--- src/rtl/apb_tx_sequencer_pkg.sv ---
// Shared definitions for the APB TX sequencer: register map, FSM states and transfer phases.
// Optional status polling is enabled by defining SEQ_STATUS_POLL_EN.
package apb_tx_sequencer_pkg;

  localparam int ADDR_CTRL   = 0;
  localparam int ADDR_CMD    = 1;
  localparam int ADDR_TXDATA = 2;
  localparam int ADDR_CFG    = 3;
  localparam int ADDR_DIV    = 4;
  localparam int ADDR_STATUS = 5;

  localparam int STATUS_BUSY_BIT = 0;

  typedef enum logic [2:0] {
    ST_IDLE,
    ST_SETUP,
    ST_ACCESS,
    ST_FETCH,
`ifdef SEQ_STATUS_POLL_EN
    ST_POLL_SETUP,
    ST_POLL_ACCESS,
`endif
    ST_DONE
  } state_e;

  typedef enum logic [2:0] {
    PH_CTRL,
    PH_DATA,
    PH_CFG,
    PH_DIV,
    PH_CMD,
    PH_STATUS
  } phase_e;

endpackage

--- src/rtl/apb_tx_sequencer_apb_master_port.sv ---
// APB SETUP/ACCESS signalling for the sequencer; outputs are forced to zero outside a transfer
// so that an asynchronous reset of the owning FSM drops the bus immediately.
module apb_master_port #(
  parameter int ADDRESSWIDTH = 3,
  parameter int DATAWIDTH    = 16
) (
  input  logic                    req_i,
  input  logic                    access_i,
  input  logic [ADDRESSWIDTH-1:0] addr_i,
  input  logic [DATAWIDTH-1:0]    wdata_i,
  input  logic                    write_i,
  input  logic                    PREADY_i,
  output logic [ADDRESSWIDTH-1:0] PADDR_o,
  output logic [DATAWIDTH-1:0]    PWDATA_o,
  output logic                    PWRITE_o,
  output logic                    PSELx_o,
  output logic                    PENABLE_o,
  output logic                    done_o
);

  assign PSELx_o   = req_i;
  assign PENABLE_o = req_i & access_i;
  assign PADDR_o   = req_i ? addr_i : '0;
  assign PWRITE_o  = req_i & write_i;
  // Reads never expose stale write data on the bus.
  assign PWDATA_o  = (req_i && write_i) ? wdata_i : '0;
  assign done_o    = req_i & access_i & PREADY_i;

endmodule

--- src/rtl/apb_tx_sequencer.sv ---
// Autonomous APB master that programs the TX peripheral: CTRL, N payload words, CFG, DIV, CMD.
// Define SEQ_STATUS_POLL_EN to poll STATUS after CMD until the busy bit clears.
module apb_tx_sequencer
  import apb_tx_sequencer_pkg::*;
#(
  parameter int ADDRESSWIDTH = 3,
  parameter int DATAWIDTH    = 16,
  parameter int MAX_WORDS    = 64,
  localparam int CW          = $clog2(MAX_WORDS + 1)
) (
  input  logic                    PCLK,
  input  logic                    PRESET,
  input  logic                    start_i,
  input  logic                    abort_i,
  input  logic [CW-1:0]           count_i,
  input  logic [DATAWIDTH-1:0]    ctrl_i,
  input  logic [DATAWIDTH-1:0]    cfg_i,
  input  logic [DATAWIDTH-1:0]    div_i,
  input  logic [DATAWIDTH-1:0]    cmd_i,
  input  logic [DATAWIDTH-1:0]    data_i,
  input  logic                    data_valid_i,
  output logic                    data_ready_o,
  output logic [ADDRESSWIDTH-1:0] PADDR_o,
  output logic [DATAWIDTH-1:0]    PWDATA_o,
  output logic                    PWRITE_o,
  output logic                    PSELx_o,
  output logic                    PENABLE_o,
  input  logic [DATAWIDTH-1:0]    PRDATA_i,
  input  logic                    PREADY_i,
  output logic                    busy_o,
  output logic                    done_o,
  output logic                    aborted_o
);

  state_e                 state_q, state_d;
  phase_e                 phase_q, phase_d;
  logic [CW-1:0]          cnt_q, cnt_d;
  logic [CW-1:0]          nwords_q;
  logic [DATAWIDTH-1:0]   ctrl_q, cfg_q, div_q, cmd_q, word_q;
  logic                   aborted_q, aborted_d;

  logic                   load_start, load_word;
  logic [CW-1:0]          count_clamped, cnt_inc;
  logic                   req, access, xfer_done;
  logic [ADDRESSWIDTH-1:0] addr;
  logic [DATAWIDTH-1:0]   wdata;
  logic                   write;

  assign count_clamped = (count_i > CW'(MAX_WORDS)) ? CW'(MAX_WORDS) : count_i;
  assign cnt_inc       = cnt_q + CW'(1);

  assign load_start = (state_q == ST_IDLE) && start_i;
  assign load_word  = (state_q == ST_FETCH) && !abort_i && data_valid_i;

  // Bus contents depend only on the registered phase, so they hold through wait states.
  always_comb begin
    addr  = '0;
    wdata = '0;
    write = 1'b1;
    case (phase_q)
      PH_CTRL:   begin addr = ADDRESSWIDTH'(ADDR_CTRL);   wdata = ctrl_q; end
      PH_DATA:   begin addr = ADDRESSWIDTH'(ADDR_TXDATA); wdata = word_q; end
      PH_CFG:    begin addr = ADDRESSWIDTH'(ADDR_CFG);    wdata = cfg_q;  end
      PH_DIV:    begin addr = ADDRESSWIDTH'(ADDR_DIV);    wdata = div_q;  end
      PH_CMD:    begin addr = ADDRESSWIDTH'(ADDR_CMD);    wdata = cmd_q;  end
      PH_STATUS: begin addr = ADDRESSWIDTH'(ADDR_STATUS); write = 1'b0;   end
      default:   write = 1'b0;
    endcase
  end

  always_comb begin
    req    = 1'b0;
    access = 1'b0;
    case (state_q)
      ST_SETUP:       req = 1'b1;
      ST_ACCESS:      begin req = 1'b1; access = 1'b1; end
`ifdef SEQ_STATUS_POLL_EN
      ST_POLL_SETUP:  req = 1'b1;
      ST_POLL_ACCESS: begin req = 1'b1; access = 1'b1; end
`endif
      default: ;
    endcase
  end

  apb_master_port #(
    .ADDRESSWIDTH(ADDRESSWIDTH),
    .DATAWIDTH   (DATAWIDTH)
  ) u_port (
    .req_i    (req),
    .access_i (access),
    .addr_i   (addr),
    .wdata_i  (wdata),
    .write_i  (write),
    .PREADY_i (PREADY_i),
    .PADDR_o  (PADDR_o),
    .PWDATA_o (PWDATA_o),
    .PWRITE_o (PWRITE_o),
    .PSELx_o  (PSELx_o),
    .PENABLE_o(PENABLE_o),
    .done_o   (xfer_done)
  );

  always_comb begin
    state_d   = state_q;
    phase_d   = phase_q;
    cnt_d     = cnt_q;
    aborted_d = aborted_q;
    case (state_q)
      ST_IDLE: begin
        if (start_i) begin
          state_d   = ST_SETUP;
          phase_d   = PH_CTRL;
          cnt_d     = '0;
          aborted_d = 1'b0;
        end
      end
      ST_SETUP: state_d = ST_ACCESS;
      ST_ACCESS: begin
        if (xfer_done) begin
          if (abort_i) begin
            state_d   = ST_DONE;
            aborted_d = 1'b1;
          end else begin
            case (phase_q)
              PH_CTRL: begin
                if (nwords_q == '0) begin
                  phase_d = PH_CFG;
                  state_d = ST_SETUP;
                end else begin
                  phase_d = PH_DATA;
                  state_d = ST_FETCH;
                end
              end
              PH_DATA: begin
                cnt_d = cnt_inc;
                if (cnt_inc == nwords_q) begin
                  phase_d = PH_CFG;
                  state_d = ST_SETUP;
                end else begin
                  state_d = ST_FETCH;
                end
              end
              PH_CFG: begin phase_d = PH_DIV; state_d = ST_SETUP; end
              PH_DIV: begin phase_d = PH_CMD; state_d = ST_SETUP; end
`ifdef SEQ_STATUS_POLL_EN
              PH_CMD: begin phase_d = PH_STATUS; state_d = ST_POLL_SETUP; end
`else
              PH_CMD: state_d = ST_DONE;
`endif
              default: state_d = ST_DONE;
            endcase
          end
        end
      end
      ST_FETCH: begin
        if (abort_i) begin
          state_d   = ST_DONE;
          aborted_d = 1'b1;
        end else if (data_valid_i) begin
          state_d = ST_SETUP;
        end
      end
`ifdef SEQ_STATUS_POLL_EN
      ST_POLL_SETUP: state_d = ST_POLL_ACCESS;
      ST_POLL_ACCESS: begin
        if (xfer_done) begin
          if (abort_i) begin
            state_d   = ST_DONE;
            aborted_d = 1'b1;
          end else if (PRDATA_i[STATUS_BUSY_BIT]) begin
            state_d = ST_POLL_SETUP;
          end else begin
            state_d = ST_DONE;
          end
        end
      end
`endif
      ST_DONE: state_d = ST_IDLE;
      default: state_d = ST_IDLE;
    endcase
  end

  always_ff @(posedge PCLK or posedge PRESET) begin
    if (PRESET) begin
      state_q   <= ST_IDLE;
      phase_q   <= PH_CTRL;
      cnt_q     <= '0;
      aborted_q <= 1'b0;
    end else begin
      state_q   <= state_d;
      phase_q   <= phase_d;
      cnt_q     <= cnt_d;
      aborted_q <= aborted_d;
    end
  end

  always_ff @(posedge PCLK or posedge PRESET) begin
    if (PRESET) begin
      nwords_q <= '0;
      ctrl_q   <= '0;
      cfg_q    <= '0;
      div_q    <= '0;
      cmd_q    <= '0;
      word_q   <= '0;
    end else begin
      if (load_start) begin
        nwords_q <= count_clamped;
        ctrl_q   <= ctrl_i;
        cfg_q    <= cfg_i;
        div_q    <= div_i;
        cmd_q    <= cmd_i;
      end
      if (load_word) word_q <= data_i;
    end
  end

  assign data_ready_o = (state_q == ST_FETCH) && !abort_i;
  assign busy_o       = (state_q != ST_IDLE) && (state_q != ST_DONE);
  assign done_o       = (state_q == ST_DONE);
  assign aborted_o    = (state_q == ST_DONE) && aborted_q;

  // Only the busy bit of STATUS matters; the rest of the read data is intentionally ignored.
  logic unused_prdata;
  assign unused_prdata = ^PRDATA_i;

endmodule

--- config.mk ---
export PLATFORM = sky130hd
export DESIGN_NAME = apb_tx_sequencer
export DESIGN_NICKNAME = d
export VERILOG_FILES = /design/src/rtl/apb_tx_sequencer_pkg.sv /design/src/rtl/apb_tx_sequencer_apb_master_port.sv /design/src/rtl/apb_tx_sequencer.sv
export SDC_FILE = /design/constraint.sdc
export NUM_CORES = 1
export LEC_CHECK = 0
export CORE_ASPECT_RATIO = 1.5
export CORE_MARGIN = 4
export CORE_UTILIZATION = 52
export CTS_CLUSTER_DIAMETER = 40
export CTS_CLUSTER_SIZE = 14
export DETAILED_ROUTE_END_ITERATION = 16
export MAX_ROUTING_LAYER = met4
export PLACE_DENSITY = 0.94
export SYNTH_ARGS = -nofsm -noshare
export SYNTH_HDL_FRONTEND = slang
export SYNTH_SLANG_ARGS = --single-unit
--- constraint.sdc ---
create_clock -name PCLK -period 8.5 [get_ports PCLK]
set_input_delay 2.125 -clock PCLK [delete_from_list [all_inputs] [get_ports PCLK]]
set_output_delay 2.125 -clock PCLK [all_outputs]
set_load 0.02 [all_outputs]
* Word-level counts from Yosys, hierarchy flattened
Cells that the tools add are included.
** Operators by class
- Multiplexer cells :: 33
- Order comparisons :: 1
- Eq/ne operators :: 18
- Bitwise gates (word level) :: 3
- Reduce and logical (&&, ||, !) cells :: 20
- Add/sub/neg operators :: 1
** Operator list (count)
- $pmux W16 S5 :: 1
- $mux W7 :: 5
- $mux W3 :: 10
- $pmux W3 S4 :: 2
- $mux W16 :: 1
- $pmux W3 S5 :: 1
- $pmux W7 S2 :: 1
- $eq A3 B2 Y1 const B :: 4
- $eq A3 B3 Y1 const B :: 3
- $ne A3 B3 Y1 const B :: 3
- $pmux W3 S3 :: 1
- $add A7 B1 Y7 const B :: 1
- $eq A7 B7 Y1 :: 1
- $gt A7 B7 Y1 const B :: 1
- $logic_not A7 Y1 :: 1
- $eq A3 B1 Y1 const B :: 2
- $logic_and A1 B1 Y1 :: 6
- $logic_not A3 Y1 :: 2
- $mux W1 :: 6
- $mux W2 :: 3
- $ne A2 B2 Y1 const B :: 3
- $pmux W3 S2 :: 1
- $reduce_and A3 Y1 :: 2
- $reduce_and A6 Y1 :: 1
- other kinds (10) :: 14
** Word-level totals
- Output and inout bits :: 26
- Word-level logic and storage cells :: 86
- Input bits :: 109
- Flip-flop bits (word level) :: 101

* Longest topological paths before layout
Gate-level depths: netlist of run 1.
- Word-level depth :: 7
- Mapped depth :: 8
- Depth with buffers taken out :: 6

* Modules after synthesis
Synthesis of run 1 repeated with hierarchy kept, for this count alone.
** Unflattened totals
- Cell total of the unflattened synthesis :: 592
- Area total of the unflattened synthesis :: 5152.4 sq um
** Modules (own cells, without submodules)
- apb_tx_sequencer :: instances 1, cells each 566, sequential area each 2527.4 sq um, area each 4977.3 sq um
- apb_master_port :: instances 1, cells each 26, sequential area each 0.0 sq um, area each 175.2 sq um

* Least setup slack after synthesis of run 1
Ideal clock, no wire load.
- Path kind :: input to output
- Start point :: input abort_i
- End point :: output data_ready_o
- Cell stages on the path :: 1
- Path buffers :: 0
- Slack :: 3.681 ns
- Arrival :: 2.694 ns
- Path through :: nor4b_2
** On the way
- Word-level cells in the longest chain between the ends :: 2
** Ends and longest elaborated chain
- from (decl) :: RTL line apb_tx_sequencer.sv:14 : input logic abort_i,
- $logic_not A1 Y1 :: RTL line apb_tx_sequencer.sv:217 : assign data_ready_o = (state_q == ST_FETCH) && !abort_i;
- $logic_and A1 B1 Y1 :: RTL line apb_tx_sequencer.sv:217
- to (decl) :: RTL line apb_tx_sequencer.sv:22 : output logic data_ready_o,
No other way between the ends.

* Worst setup path after layout of run 1
Ends and elaborated chain as after synthesis.

==> flow_summary.ini, run 1 <==
[synthesis]
ys.flop_type = dfrtp_1
yosysTopAreaCellShare = 0.517
syn_inst = 558
synthesis.nets = 668
synthTopCellsByArea = dfrtp_1 (52%), nand2_1 (16%), a21oi_1 (4.0%)
synth_edf_count = 0
ys_seq_elements = 101
yosys_warnings = 0
async_reset_ff_frac = 1.00
synth_area_mm2 = 0.00489
synth-seq-area-share = 0.517
synth_area_leader_cell = dfrtp_1
syn_avg_cell_area_um2 = 8.77
synth_cell_types = 47

[sta]
final.min_clock_period_ns = 5.80
timing.fmax_mhz = 172
finalCritPeriodShare = 0.682
hold_viol = 0
slew_violations = 0
slew_headroom = 0.273
clock-skew-final_ns = 0.00359
tns_ns = 0
rsz0062_at_grt = no
tightestPinTransition_ns = 1.09
hold_ws_ns = 0.474
setup_violations = 0
worst_slack_ns = 2.70

[clocking]
post_cts_resized = 0
htreeDepth = 3
clk_pin_slew_ns = 0.06
cts_buffers = 9
clock_path_buffers = 2
clkLatencyLatePin_ns = 0.34
cts_root_buffer = clkbuf_16
cts_tree = yes
cts_sinks = 101
cts_setup_buffers = 0
hold_buffers = 0

[placed_design]
dp_worst_setup_slack_ns = 2.72
io_buffers = 118
place_congestion = 0.896
hpwlAfterDp_mm = 9.20

[drt]
drt_iter0_drc = 334
routedWlPerCell_um = 16.8
drc_errors = 0
num_vias = 4366
dr.pass1.iters = 5
wl_mm = 13.1
drt-vias-per-instance = 5.60
ant_nets = 0

[global_route]
grt_util_met1 = 0.283
met3_usage = 0.0364
met2_usage = 0.440
grt_busiest_layer = met2
grt_pass1_vias = 4495
grt_pass1_wl_mm = 21.0
grt_max_degree = 80
gr-usage-all-layers = 0.252
antenna_found_initial = 0
grt.overflow.total = 0

[critical_path]
r2r_end = cnt_q[5]
rr_worst_depth = 5
arrival_ns = 3.67
start_kind = input port
path_class = input port to primary output
cp_data_required_time_ns = 6.38
reg2reg_from = state_q[2]
rrSetupSlack_ns = 6.11
cp_max_fo = 7
crit_path_end_kind = primary output

[cells_and_area]
n_antenna_cell = 0
syn_to_final_growth_pct = 32.2
layout-drive-gt1-share = 0.0675
fillCellCount = 688
layout_commonest_cell = nand2_1
final_cell_mix = nand2_1 (210), clkdlybuf4s50_1 (118), dfrtp_1 (101), a21oi_1 (39), nor2_1 (26)
finish.net_count = 772

[pwr]
clkPwrFrac = 0.208
p_leak_nw = 2.98
intPower_mw = 1.33
power.switching_mw = 0.814
ir_drop_uv = 259
combPwrFrac = 0.404
power_density_mw_per_mm2 = 331
switching_share = 0.380
seq_power_share = 0.388

[min_path]
worstHoldStart = div_q[1]
hold_class = register to register
worstHoldEndpoint = div_q[1]
hold_depth = 2

[die]
die_w_um = 87.2
fp-row-count = 43
start_util = 0.532
coreArea_mm2 = 0.00920
io_pins = 135
die_y_um = 127
dieArea_mm2 = 0.0111

[job]
maxCapViolCount = 0

[status]
status = finished clean
cell usage after synthesis, types with 3 or more instances:
master      n
a21o_1      3
a21oi_1    39
a22oi_1    15
buf_2      12
clkbuf_1   18
dfrtp_1   101
inv_1      12
mux2_2     16
mux2i_1    15
nand2_1   210
nand2b_1   13
nand3_1     4
nor2_1     26
nor3_1      5
o21ai_0    20
xnor2_1    10
xor2_1      3
logic make-up (layout without fill, tap and decap cells):
kind of cell,count (synthesis),after routing,share of synthesized area
adder cells (fa/ha/maj),1,1,0.00256
XOR/XNOR,13,13,0.0233
AO/OA/AOI/OAI,87,87,0.104
buffers and inverters,43,152,0.0363
multiplexers,32,32,0.0721
AND/OR/NAND/NOR,281,281,0.245
flip-flops,101,101,0.517
sequential cells by signal (all words and copies together) (netlist names):
signal and flops:
aborted_q 1, cfg_q 16, cmd_q 16, cnt_q 7, ctrl_q 16, div_q 16
nwords_q 7, phase_q 3, state_q 3, word_q 16
through the flow:
step,std cells,power (mW),util,cell area (um^2)
floorplan,558,1.37,-,4890
global placement,763,1.65,0.667,6140
global route,779,2.28,0.703,6470
finish,779,2.14,0.703,6470
detailed placement,763,1.69,0.667,6140
CTS,779,2.15,0.703,6470
critical path: stages:
cell and delay [ns]:
clkdlybuf4s50_1 0.52, nor4b_2 0.37, clkdlybuf4s50_1 0.66
layout make-up:
cell class	instances	area, um^2	area share
inverter	12	47.5	0.00735
tap	112	140	0.0217
clock inverter	4	70.1	0.0108
clock buffer	12	256	0.0397
sequential	101	2530	0.391
multi-input combinational	414	2200	0.340
timing repair buffer	124	1230	0.190
power by group through the flow:
stage	Sequential (mW)	Clock, mW	Combinational, mW
CTS	0.828	0.450	0.869
finish	0.830	0.447	0.865
floorplan	0.780	0	0.595
global placement	0.817	0	0.831
global route	0.853	0.471	0.959
detailed placement	0.832	0	0.860
worst max-delay path by stage:
stage / slack [ns] / from / cells after the start / endpoint
finish: 2.70 / abort_i / 3 / data_ready_o
global placement: 2.75 / abort_i / 3 / data_ready_o
global route: 2.61 / abort_i / 3 / data_ready_o
floorplan: 3.68 / abort_i / 1 / data_ready_o
CTS: 2.71 / abort_i / 3 / data_ready_o
detailed placement: 2.72 / abort_i / 3 / data_ready_o
routing by layer:
layer | vias to the layer above | part of all wire
met4 | 0 | 0.025
met3 | 24 | 0.058
met2 | 162 | 0.54
met1 | 2133 | 0.37
li1 | 2047 | -
met5 | - | 0
(Power assumes the default switching activity.)
==> run 2: changes to the inputs <==
CORE_UTILIZATION = 44   (was 52)
PLACE_DENSITY = 0.85   (was 0.94)
clock period = 5.2 ns   (was 8.5 ns; I/O delays follow)
==> run 2 against run 1 <==
  * Register-to-register slack got worse by 3.4 ns
  * Sequential share of layout area fell by 0.12 points
  * Combinational power rose by 63%
  * Global-route usage fell by 3.2 points
  * Setup slack got worse by 1.6 ns
  * Highest routed layer unchanged
==> flow_summary.ini, run 2 (same netlist as run 1, synthesis figures left out) <==
[status]
status = finished clean

[cells_and_area]
multiInputGateArea_mm2 = 0.00220
layout-drive-gt1-share = 0.0703
syn_to_final_growth_pct = 32.6
n_antenna_cell = 0
seq_area_mm2 = 0.00253
finish.net_count = 774
layout_commonest_cell = nand2_1
final_cell_mix = nand2_1 (210), clkdlybuf4s50_1 (118), dfrtp_1 (101), a21oi_1 (39), nor2_1 (26)
postLayoutCoreUtil = 0.606
fillCellCount = 942

[critical_path]
crit_top_cell = clkdlybuf4s50_1
crit_path_end_kind = primary output
worstPathBufferInverterCount = 2
crit_path_top_delay_cell = clkdlybuf4s50_1
cp_max_fo = 7
arrival_ns = 2.84
path_class = input port to primary output
start_kind = input port
cp_data_required_time_ns = 3.90
cpPeakStageDelay_ns = 0.66
cp_cell_sequence = clkdlybuf4s50_1 > nor4b_2 > clkdlybuf4s50_1
critPathTopFamily = buffers and inverters

[sta]
tns_ns = 0
tightestPinTransition_ns = 0.983
final.min_clock_period_ns = 4.14
timing.fmax_mhz = 241
finalCritPeriodShare = 0.797
hold_viol = 0
worst_slack_ns = 1.06
slew_violations = 0
hold_ws_ns = 0.478
rsz0062_at_grt = no
clock-skew-final_ns = 0.00814
slew_headroom = 0.345
setup_violations = 0

[pwr]
power.total_mw = 3.43
ir_drop_uv = 269
power_density_mw_per_mm2 = 529
p_leak_nw = 2.98

[drt]
ant_nets = 0
dr.pass1.iters = 5
wl_met3_um = 751
dr_wl_met2_mm = 6.86
met1_length_mm = 5.30
drc_errors = 0
top_layer_used = met4
drt_iter0_drc = 270
drt-vias-per-instance = 5.23
num_vias = 4248
routedWlPerCell_um = 16.2
wl_mm = 13.2

[job]
maxCapViolCount = 0

[global_route]
grt_pass1_wl_mm = 21.2
gr-usage-all-layers = 0.219
grt_max_degree = 82
antenna_found_initial = 0
grt_pass1_vias = 4347
grt.overflow.total = 0

[die]
coreArea_mm2 = 0.0107
fp-row-count = 46
io_pins = 135
die_w_um = 94.1
dieArea_mm2 = 0.0129
start_util = 0.457
die_y_um = 137

[placed_design]
io_buffers = 118
dp_worst_setup_slack_ns = 1.06
place_congestion = 0.928
hpwlAfterDp_mm = 9.70

[clocking]
cts_sinks = 101
cts_setup_buffers = 0
htreeDepth = 3
cts_root_buffer = clkbuf_16
cts_tree = yes
post_cts_resized = 0
cts_buffers = 9
hold_buffers = 0
clk_pin_slew_ns = 0.07
clock_path_buffers = 2
clkLatencyLatePin_ns = 0.35

[min_path]
hold_class = register to register
run 2: worst paths after layout:
| kind | from | endpoint | slack (ns) | cells after the start |
|---|---|---|---|---|
| setup / recovery | abort_i | data_ready_o | 1.06 | 3 |
| hold reg to reg | cfg_q[15] | cfg_q[15] | 0.48 | 2 |
| min in group asynchronous | PRESET | ctrl_q[15] | 1.52 | 2 |
| setup reg to reg | state_q[1] | cmd_q[14] | 2.70 | 6 |
| hold / removal | cfg_q[15] | cfg_q[15] | 0.48 | 2 |
| max in group asynchronous | PRESET | ctrl_q[8] | 2.80 | 3 |
run 2: through the flow:
step           cells  area (um^2)
2_1_floorplan    558         4890
3_3_place_gp     797         6190
3_5_place_dp     797         6190
4_1_cts          813         6490
5_1_grt          813         6490
6_report         813         6490
run 2: cell type report:
class	instances	share of cell area
repair buffers	126	0.191
clock inverters	6	0.00965
well taps	144	0.0278
multi-input cells	414	0.339
flip-flops and latches	101	0.390
clock buffers	10	0.0353
inverters	12	0.00733
run 2: report_power, final:
group,internal (mW),leakage [nW],switching [mW]
combinational,0.605,1.56,0.805
sequential,1.12,1.28,0.233
clock,0.373,0.147,0.292
run 2: worst min-delay path, delay by kind of cell, from the launching register on:
| family | cells | cell delay, ns |
|---|---|---|
| flip-flops | 1 | 0.35 |
| AND/OR/NAND/NOR | 2 | 0.10 |
run 2: per-layer routing:
metal  GRT usage  up-vias
met5           -        -
met4      0.0747        0
li1            -     2056
met2       0.382      147
met3      0.0374       20
met1       0.255     2025
